==> src/rtl/mux_scan_sequencer.sv <==
// rtl/mux_scan_sequencer.sv - select sequencer and sampler for a 16:1 channel mux
//
// On an accepted start the block walks the mux select s through every channel
// enabled in mask. It holds each select for DWELL cycles and samples the returned
// mux output f on the last dwell cycle. Each sample is emitted as a tagged serial
// bit and is also gathered into a 16-bit word.
//
// Ports:
//   clk       in   1   rising-edge clock
//   rst       in   1   asynchronous active-high reset
//   start     in   1   scan request, accepted only while busy is low
//   mask      in   16  channel enables, captured on an accepted start
//   f         in   1   mux output for the current select
//   s         out  4   mux select
//   bit_out   out  1   sampled value of f
//   ch_out    out  4   channel that bit_out belongs to
//   bit_valid out  1   one-cycle pulse qualifying bit_out/ch_out
//   word_out  out  16  assembled scan word, bit k = sample of channel k
//   busy      out  1   high while scanning and in the done cycle
//   done      out  1   one-cycle pulse at the end of a pass

module mux_scan_sequencer #(
    parameter int DWELL = 1
) (
    input  logic        clk,
    input  logic        rst,
    input  logic        start,
    input  logic [15:0] mask,
    input  logic        f,
    output logic [3:0]  s,
    output logic        bit_out,
    output logic [3:0]  ch_out,
    output logic        bit_valid,
    output logic [15:0] word_out,
    output logic        busy,
    output logic        done
);

    typedef enum logic [1:0] {IDLE, SCAN, DONE} state_t;

    localparam logic [7:0] LAST = 8'(DWELL - 1);

    state_t      state;
    state_t      next_state;
    logic [7:0]  cnt;
    logic [15:0] mask_r;
    logic [4:0]  first_ch;   // {found, channel}
    logic [4:0]  next_ch;    // {found, channel}
    logic        last_dwell;

    // Lowest enabled channel at or above lo. The MSB flags whether one exists.
    // lo is 5 bits wide so that "above 15" (16) can be expressed. This stops
    // the search from wrapping back to channel 0 within a pass.
    function automatic logic [4:0] lowest_from(input logic [15:0] m, input logic [4:0] lo);
        logic [4:0] r;
        r = 5'd0;
        for (int i = 15; i >= 0; i--) begin
            if (m[i] && (5'(i) >= lo)) begin
                r = {1'b1, 4'(i)};
            end
        end
        return r;
    endfunction

    assign first_ch   = lowest_from(mask, 5'd0);
    assign next_ch    = lowest_from(mask_r, {1'b0, s} + 5'd1);
    assign last_dwell = (cnt == LAST);

    // State register
    always_ff @(posedge clk or posedge rst) begin
        if (rst) begin
            state <= IDLE;
        end else begin
            state <= next_state;
        end
    end

    // Next-state logic
    always_comb begin
        next_state = state;
        case (state)
            IDLE: begin
                if (start) begin
                    next_state = first_ch[4] ? SCAN : DONE;
                end
            end
            SCAN: begin
                if (last_dwell && !next_ch[4]) begin
                    next_state = DONE;
                end
            end
            DONE:    next_state = IDLE;
            default: next_state = IDLE;
        endcase
    end

    // State-decoded outputs
    always_comb begin
        busy = 1'b0;
        done = 1'b0;
        case (state)
            SCAN:    busy = 1'b1;
            DONE: begin
                busy = 1'b1;
                done = 1'b1;
            end
            default: ;
        endcase
    end

    // Datapath. The select is left on the last channel when the pass ends,
    // and it stays there through IDLE until the next accepted start.
    always_ff @(posedge clk or posedge rst) begin
        if (rst) begin
            s         <= 4'd0;
            cnt       <= 8'd0;
            mask_r    <= 16'd0;
            bit_out   <= 1'b0;
            ch_out    <= 4'd0;
            bit_valid <= 1'b0;
            word_out  <= 16'd0;
        end else begin
            bit_valid <= 1'b0;
            case (state)
                IDLE: begin
                    if (start) begin
                        mask_r   <= mask;
                        word_out <= 16'd0;
                        cnt      <= 8'd0;
                        if (first_ch[4]) begin
                            s <= first_ch[3:0];
                        end
                    end
                end
                SCAN: begin
                    if (last_dwell) begin
                        bit_out     <= f;
                        ch_out      <= s;
                        word_out[s] <= f;
                        bit_valid   <= 1'b1;
                        cnt         <= 8'd0;
                        if (next_ch[4]) begin
                            s <= next_ch[3:0];
                        end
                    end else begin
                        cnt <= cnt + 8'd1;
                    end
                end
                default: ;
            endcase
        end
    end

endmodule

==> config.mk <==
export PLATFORM = sky130hd
export DESIGN_NAME = mux_scan_sequencer
export DESIGN_NICKNAME = d
export VERILOG_FILES = /design/src/rtl/mux_scan_sequencer.sv
export SDC_FILE = /design/constraint.sdc
export NUM_CORES = 1
export LEC_CHECK = 0
export ABC_AREA = 1
export CAP_MARGIN = 20
export CORE_ASPECT_RATIO = 2
export CORE_MARGIN = 2
export CORE_UTILIZATION = 58
export DETAILED_ROUTE_END_ITERATION = 10
export HOLD_SLACK_MARGIN = 0.02
export MAX_ROUTING_LAYER = met4
export PLACE_DENSITY = 0.95
export SLEW_MARGIN = 40
export SYNTH_ARGS = -nofsm -noshare
export SYNTH_HDL_FRONTEND = slang
export SYNTH_SLANG_ARGS = --single-unit
==> constraint.sdc <==
create_clock -name clk -period 7.15 [get_ports clk]
set_clock_uncertainty 0.2 [all_clocks]
set_input_delay 1.43 -clock clk [delete_from_list [all_inputs] [get_ports clk]]
set_output_delay 1.43 -clock clk [all_outputs]
set_load 0.02 [all_outputs]
## Word level (Yosys, flattened, before mapping)

Index checks and enable logic that the tools add are counted.

- Bits in registers: 52
- Latch bits: 0
- RAM bits: 0
- ROM bits: 0
- Input port bits: 20
- Word-level logic and storage cells: 118
- Memories kept: 0

- Add/sub/neg operators: 2
- $mul: 0
- Div/mod/pow operators: 0
- Order comparisons: 18
- Eq/ne operators: 7
- Shifts and indexed selects: 0
- Multiplexer cells: 54
- Bitwise gates (word level): 0
- Reduce and logical (&&, ||, !) cells: 29

Operators with widths:

| operator | count |
|---|---|
| $mux W5 | 32 |
| $ge A4 B5 Y1 const A | 8 |
| $mux W16 | 2 |
| $pmux W16 S2 | 1 |
| $ge A3 B5 Y1 const A | 4 |
| $logic_and A1 B1 Y1 | 18 |
| $bwmux W16 | 1 |
| $mux W4 | 4 |
| $mux W8 | 2 |
| $pmux W8 S2 | 1 |
| $ge A1 B5 Y1 const A | 2 |
| $ge A2 B5 Y1 const A | 2 |
| $ne A2 B2 Y1 const B | 5 |
| $add A8 B1 Y8 const B | 1 |
| $logic_not A8 Y1 | 1 |
| $pmux W4 S2 | 1 |
| $reduce_and A2 Y1 | 4 |
| $mux W2 | 3 |
| $add A4 B1 Y5 const B | 1 |
| $lt A4 B5 Y1 const B | 1 |
| $mux W1 | 5 |
| $reduce_and A5 Y1 | 1 |
| $demux W1 S4 | 1 |
| $ge A4 B1 Y1 const B | 1 |
| other kinds (8) | 8 |

## Logic depth before layout (Yosys ltp)

Gate-level depths: netlist of the first run.

- Word-level depth: 23
- Depth in mapped cells: 23
- Gate-level depth less buffers: 23

## Worst setup path after synthesis of the first run

No wires, ideal clock.

- Kind: input to register
- Start point: in start
- End point: reg word_out[10]
- Setup time: 0.095 ns
- Arrival: 2.601 ns
- Data required time: 6.855 ns
- Slack: 4.253 ns
- Stages: 7
- Path buffers: 1
- Path through: nand2_1 -> o21ai_1 -> inv_1 -> nor2_1 -> nand3_1 -> clkbuf_1 -> o31ai_1

- Word-level cells in the longest chain between the ends: 2

Ends and longest elaborated chain:

| what | RTL line | text |
|---|---|---|
| from (decl) | 27 | `input logic start,` |
| $ne A2 B2 Y1 (no source line) | n/a |  |
| $reduce_and A3 Y1 (no source line) | n/a |  |
| to (signal assigned) | 121 | `word_out <= 16'd0;` |
| to (signal assigned) | 128 | `word_out <= 16'd0;` |
| to (signal, indexed assignment) | 139 | `word_out[s] <= f;` |
| to (decl) | 34 | `output logic [15:0] word_out,` |

Every way passes these cells.
A chain may end at the register's enable or synchronous reset.

## Worst setup path after layout of the first run

- Start point: in start
- End point: reg s[1]

- Word-level cells in the longest chain between the ends: 2

Ends and longest elaborated chain:

| what | RTL line | text |
|---|---|---|
| $ne A2 B2 Y1 (no source line) | n/a |  |
| $reduce_and A5 Y1 (no source line) | n/a |  |
| to (signal assigned) | 131 | `s <= first_ch[3:0];` |
| to (signal assigned) | 143 | `s <= next_ch[3:0];` |
| to (decl) | 30 | `output logic [3:0] s,` |

Every way passes these cells.

==> results of run 1 <==
[kinds of logic after synthesis]
group	after synthesis	share of synthesized area
AOI/OAI and AO/OA	84	0.159
adders and majority gates	10	0.0400
buffers and inverters	70	0.0855
DFF	52	0.416
and+or+nand+nor	204	0.300
[sequential cells by signal (all words and copies together) (netlist names)]
register	flops
cnt	8
s	4
state	2
mask_r	16
bit_valid	1
ch_out	4
word_out	16
bit_out	1
[cell type report]
class | count | area, µm² | share of cell area
Multi-Input combinational cell | 298 | 1560 | 0.418
Sequential cell | 52 | 1300 | 0.348
Timing Repair Buffer | 48 | 478 | 0.128
Inverter | 60 | 230 | 0.0616
Tap cell | 58 | 72.6 | 0.0194
Clock buffer | 5 | 68.8 | 0.0184
Clock inverter | 3 | 23.8 | 0.00636
[cells in the final DEF, fill, tap and decap left out, types with 6 or more instances in the layout]
cell type / synthesis / layout
a21oi_1: 12 / 12
clkdlybuf4s50_1: 0 / 47
dfrtp_1: 52 / 52
ha_1: 10 / 10
inv_1: 52 / 51
inv_2: 7 / 7
nand2_1: 117 / 117
nand2_2: 6 / 6
nand3_1: 25 / 25
nor2_1: 27 / 27
nor3_1: 9 / 9
o21ai_0: 44 / 44
o31ai_1: 14 / 14
[report_power, final]
group	leakage [nW]	switching, mW	internal (mW)
clock	0.0404	0.108	0.0695
sequential	0.682	0.0789	0.380
combinational	1.07	0.611	0.317
total	1.79	0.798	0.767
[through the flow]
stage | cells | instance area (µm²)
after CTS | 524 | 3740
after global placement | 516 | 3640
after floorplan | 420 | 3130
final | 524 | 3740
after global routing | 524 | 3740
after detailed placement | 516 | 3640
[worst reg2reg max path, delay by kind of cell, from the launching register on]
| family | cells | cell delay, ns |
|---|---|---|
| AO/OA/AOI/OAI | 2 | 0.66 |
| adder cells (fa/ha/maj) | 1 | 0.64 |
| buffers and inverters | 6 | 1.16 |
| flip-flops | 1 | 0.40 |
| AND/OR/NAND/NOR | 4 | 0.42 |
[Yosys cell counts, drive strengths merged (2+ instances only)]
cell and n:
nand2 125, inv 60, dfrtp 52, o21ai 47, nor2 34, nand3 25
o31ai 15, a21oi 12, ha 10, nor3 9, clkbuf 8, a2bb2oi 3
a31oi 3, nand4 3, nor4 3, buf 2
[worst max-delay path by stage]
stage                     cells past startpoint           end   from
after floorplan                               7  word_out[10]  start
after global placement                       12          s[3]  start
after detailed placement                     12          s[3]  start
after CTS                                    12          s[1]  start
after global routing                         12          s[1]  start
final                                        12          s[1]  start
[routing by layer]
| metal | part of all wire | wire [µm] | track usage | up-vias |
|---|---|---|---|---|
| met4 | 0.062 | 497 | 0.196 | 0 |
| met1 | 0.35 | 2780 | 0.274 | 1433 |
| met3 | 0.046 | 364 | 0.0445 | 45 |
| li1 | - | - | - | 1460 |
| met2 | 0.54 | 4330 | 0.509 | 131 |
| met5 | 0 | 0 | - | - |
==> results.md, run 1 <==
* Status: finished, final reports clean
* Overall die height at approximately 110 µm
* Setup WS post-layout at 2.92 ns
* Synth Warn # at 0
* Crit path launch type: input pin
* Effective utilization at floorplan at 0.604
* Post-CTS setup buffers at 0
* Syn Area/Cell at ~7.5 µm²
* Drt pass-1 iters at 5
* Critical Path, Cell by Cell: clkdlybuf4s50_1 -> nand2_1 -> o21ai_1 -> inv_1 -> nor2_1 -> buf_4 -> inv_1 -> nor2_1 -> nand2_1 -> inv_2 -> nor2_1 -> a31oi_1
* Crit path buf inv count at 5
* Syn Nets at between 400 and 500
* Element type at the critical path end: flip-flop
* Register bit total from synthesis at 52
* Ys flop type: dfrtp_1
* Min Tclk post-route at 4.23 ns
* FMAX at about 240 MHz
* Number of global-route vias before repair at around 3,000
* Worst-Skew Late Latency at 0.32 ns
* Final hold violation count at 0
* Final core utilization at 0.721
* Hold wc startpoint: cnt[7]
* Initial drt markers at between 100 and 150
* Ratio of cells with drive above 1 in the final layout at 0.0837
* Final hold slack at between 0.2 and 0.3 ns
* Worst r2r path cells at 13
* VDD IR max at about 0.00032 V
* Vias per Instance at roughly 5.9
* Most used cell, CP: nor2_1
* Number of H-tree levels at 2
* Routed via count at 3,069
* Largest net degree at the start of global routing at 53
* Data arrival, critical path at ~4.3 ns
* Critical path required time at a little over 7 ns
* PD cells at between 400 and 500 nW/µm²
* # DRC at 0
* Worst hold path type: flip-flop to flip-flop
* # rows at 37
* Fillers at 400
* CTS max path bufs at 2
* TritonCTS clock tree: done
* Max Cap Viol at 0
* Asr flop ratio synth at 1.00
* ANT nets after route at 0
* Reg-to-Reg End: s[1]
* RR Startpoint: state[1]
* Final HPWL DP at between 5 and 6 mm
* Remaining Overflow, GRT at 0
* Crit-path max cell delay at about 0.53 ns
* First-pass GRT wire length at 13.2 mm
* Antenna violations before repair at 0
* Hold path endpoint: cnt[7]
* Clk sinks at 52
* Crit path kind: input pin to flip-flop
* I/O pin count at 48
* Routed len/inst at between 15 and 20 µm
* Static Leak at about 1.8 nW
* Post-synth EDFFs at 0
* Seq/Total Area, Yosys at 0.416
* Clk slew on worst S/H paths at about 0.1 ns
* Final setup violation count at 0
* Area growth, synth to finish at 19.3%
* GRT Total Usage at 0.285
* Die X at 56.0 µm
* Reg2reg setup slack at 3.57 ns
* Setup tns final at 0 ns
* Nets at ~500
* Syn Inst Count at 420
* Final Wtd Congestion at roughly 0.97
* Die ar. at between 6000 and 7000 µm²
* Slowest stage cell on the critical path: clkdlybuf4s50_1
* Mapped cell area at ~3100 µm²
* Hold depth at 1
* Tcrit/Tclk final at 0.591
* Post-synth top area share at 0.416
* Largest cells by area after synthesis: dfrtp_1 (42%), nand2_1 (14%), o21ai_0 (7.0%)
* Port Buffer Count at 47
* Yosys cell types at 35
* Total power at 1.56 mW
* N_diodes at 0
* Clk Tree Root Cell: clkbuf_8
* Kind of cell adding the most delay to the critical path: buffers and inverters
* Final slew viol count at 0
* Tightest Pin Transition at about 0.8 ns
* Total wire length at approximately 8.0 mm
* Core area at between 5000 and 6000 µm²
* Setup slack at placement at 2.70 ns
* CTS resizes at 0
* RSZ-0062 raised after global routing: no
* Hold_buf cts at 0
* CP Max Fanout at 30
* Normalized max-slew margin at 0.460
* Area leader, netlist: dfrtp_1
* CTS buffer count at 5
Note: power is estimated with default switching activity, not from simulation.
==> run 2: changes to the inputs <==
CORE_UTILIZATION = 49   (was 58)
PLACE_DENSITY = 0.87   (was 0.95)
clock period = 3.7 ns   (was 7.15 ns; I/O delays follow)
==> run 2 against run 1 <==
  * First-iteration DRC count shrank 1.4%
  * Count of clock-buffer cells in the layout stayed put
  * Global-route usage down 3.2 points
  * Highest routed layer unchanged
  * Worst setup slack worse by 2.5 ns
  * Cell count is 5.7% higher
  * Sequential power grew 94%
  * Wire length is 3.6% lower
  * Clock power increased to 3.1 times the previous value
  * Largest cell class unchanged
  * Register-to-register slack got worse by 3.2 ns
  * Critical endpoint is now word_out[11]
  * Power is 100% higher
  * Via count down 3.0%
  * Combinational power grew 91%
==> results.md, run 2 (same netlist as run 1, synthesis figures left out) <==
* Core area at 6260 µm² (+21%)
* Min Tclk post-route at 3.31 ns
* WL met3 at 290 µm (-20%)
* Static Leak at 1.84 nW (+2.8%)
* Critical path required time at 3.69 ns (-3.49 ns)
* RSZ-0062 raised after global routing: no
* Hold depth at 1 (unchanged)
* PD cells at 829 nW/µm² (+98%)
* Commonest non-fill, non-tap cell in the layout: nand2_1
* Die ar. at 7090 µm² (+17%)
* Cells after DPL at 546 (+5.8%)
* Overall die height at 117 µm (+8.5%)
* Worst-Skew Late Latency at 0.31 ns (about the same)
* Switching share of power at 0.477 (-0.0333)
* Final hold violation count at 0 (unchanged)
* Port Buffer Count at 47 (unchanged)
* CP Max Fanout at 23 (-23%)
* Effective utilization at floorplan at 0.500 (-0.104)
* Remaining Overflow, GRT at 0 (unchanged)
* Die X at 60.5 µm (+8.2%)
* Fin cells at 554 (+5.7%)
* Data arrival, critical path at 3.30 ns (-0.96 ns)
* Max Used Layer: met4
* Largest net degree at the start of global routing at 53 (unchanged)
* Fillers at 569 (+42%)
* Wire length on met2 at 4.12 mm (-4.8%)
* Final setup violation count at 0 (unchanged)
* CTS resizes at 0 (unchanged)
* Antenna violations before repair at 0 (unchanged)
* Vias per Instance at 5.37 (-8.3%)
* CTS max path bufs at 2 (unchanged)
* Worst r2r path cells at 9 (-4)
* CTS buffer count at 5 (unchanged)
* Most frequent cells in the layout: nand2_1 (117), dfrtp_1 (52), inv_1 (51)
* Setup slack at placement at 0.302 ns (-2.40 ns)
* Post-CTS setup buffers at 0 (unchanged)
* Clk slew on worst S/H paths at 0.08 ns (-0.02 ns)
* Top Registers: mask_r: 16 flops, word_out: 16 flops, cnt: 8 flops
* Hold_buf cts at 0 (unchanged)
* VDD IR max at 0.000421 V (+31%)
* Net Switching at 1.53 mW (+92%)
* GRT Total Usage at 0.253 (-0.0316)
* Normalized max-slew margin at 0.585 (+0.125)
* Routed via count at 2,976 (-3.0%)
* Final slew viol count at 0 (unchanged)
* Max Cap Viol at 0 (unchanged)
* Wl on met1 at 2.76 mm (-0.65%)
* TritonCTS clock tree: done
* Nets at 497 (+0.40%)
* Comb pwr share at 0.551 (-0.042)
* Worst hold path type: flip-flop to flip-flop
* Area growth, synth to finish at 23.5%
* Drt pass-1 iters at 5 (unchanged)
* I/O pin count at 48 (unchanged)
* Setup tns final at 0 ns (unchanged)
* FMAX at 302 MHz
* Tcrit/Tclk final at 0.894
* # DRC at 0 (unchanged)
* Crit path launch type: flip-flop
* Clock network power share at 0.172 (+0.059)
* Crit path kind: flip-flop to flip-flop
* Element type at the critical path end: flip-flop
* Clk sinks at 52 (unchanged)
* Setup WS post-layout at 0.393 ns (-2.53 ns)
* Routed len/inst at 13.9 µm (-8.8%)
* Status: finished, final reports clean
* Number of H-tree levels at 2 (unchanged)
* # rows at 41 (+11%)
* Clk Tree Root Cell: clkbuf_16
* Tightest Pin Transition at 0.622 ns (-0.186 ns)
* Final Wtd Congestion at 0.990 (+2.0%)
* First-pass GRT wire length at 13.1 mm (-0.32%)
* P_int at 1.68 mW (+120%)
* Reg2reg setup slack at 0.39 ns (-3.18 ns)
* Initial drt markers at 146 (-1.4%)
* Total wire length at 7.68 mm (-3.6%)
* Number of global-route vias before repair at 2,980 (+0.85%)
* Ratio of cells with drive above 1 in the final layout at 0.0876 (+0.00392)
* ANT nets after route at 0 (unchanged)
* Final HPWL DP at 5.83 mm (-1.5%)
* N_diodes at 0 (unchanged)
* Flop pwr share at 0.277 (-0.017)
[run 2: cell count changes in the layout (fill, tap and decap cells not counted), sizes merged]
cell,change
clkinv,-1
bufinv,+1
inv,+1
buf,+2
clkinvlp,-1
[run 2: final timing paths]
check                               end      from
min in group asynchronous        cnt[2]       rst
hold reg to reg                  cnt[7]    cnt[7]
max in group asynchronous     mask_r[9]       rst
hold / removal                   cnt[7]    cnt[7]
setup reg to reg           word_out[11]  state[1]
setup / recovery           word_out[11]  state[1]
[run 2: area by class of cell]
cell class	count	area (µm²)	share of cell area
Multi-Input combinational cell	298	1560	0.404
Sequential cell	52	1300	0.337
Timing Repair Buffer	50	493	0.128
Inverter	60	230	0.0595
Clock buffer	5	125	0.0324
Tap cell	86	108	0.0278
Clock inverter	3	46.3	0.0120
[run 2: per-stage QoR]
step / power, mW / area (µm²) / util / hold WS [ns]
2_1_floorplan: 2.14 / 3130 / - / 0.232
3_3_place_gp: 2.59 / 3690 / 0.590 / 0.247
3_5_place_dp: 2.64 / 3690 / 0.590 / 0.267
4_1_cts: 3.20 / 3870 / 0.618 / 0.285
5_1_grt: 3.46 / 3870 / 0.618 / 0.304
6_report: 3.21 / 3870 / 0.618 / 0.275
[run 2: power by group through the flow]
stage	clock (mW)	combinational (mW)	sequential, mW
5_1_grt	0.568	1.98	0.909
4_1_cts	0.549	1.76	0.889
3_3_place_gp	0	1.70	0.890
6_report	0.551	1.77	0.890
3_5_place_dp	0	1.74	0.899
2_1_floorplan	0	1.21	0.924
[run 2: critical path: stages, from the launching register on]
cell	delay, ns
dfrtp_1	0.39
inv_1	0.10
ha_1	0.15
buf_4	0.24
inv_1	0.19
o21ai_1	0.43
inv_1	0.18
nor2_1	0.41
nand3_1	0.52
o31ai_1	0.39
[run 2: metal layers]
metal	up-vias	GRT usage
li1	1460	-
met1	1378	0.243
met2	100	0.451
met3	38	0.0374
met4	0	0.165
met5	-	-
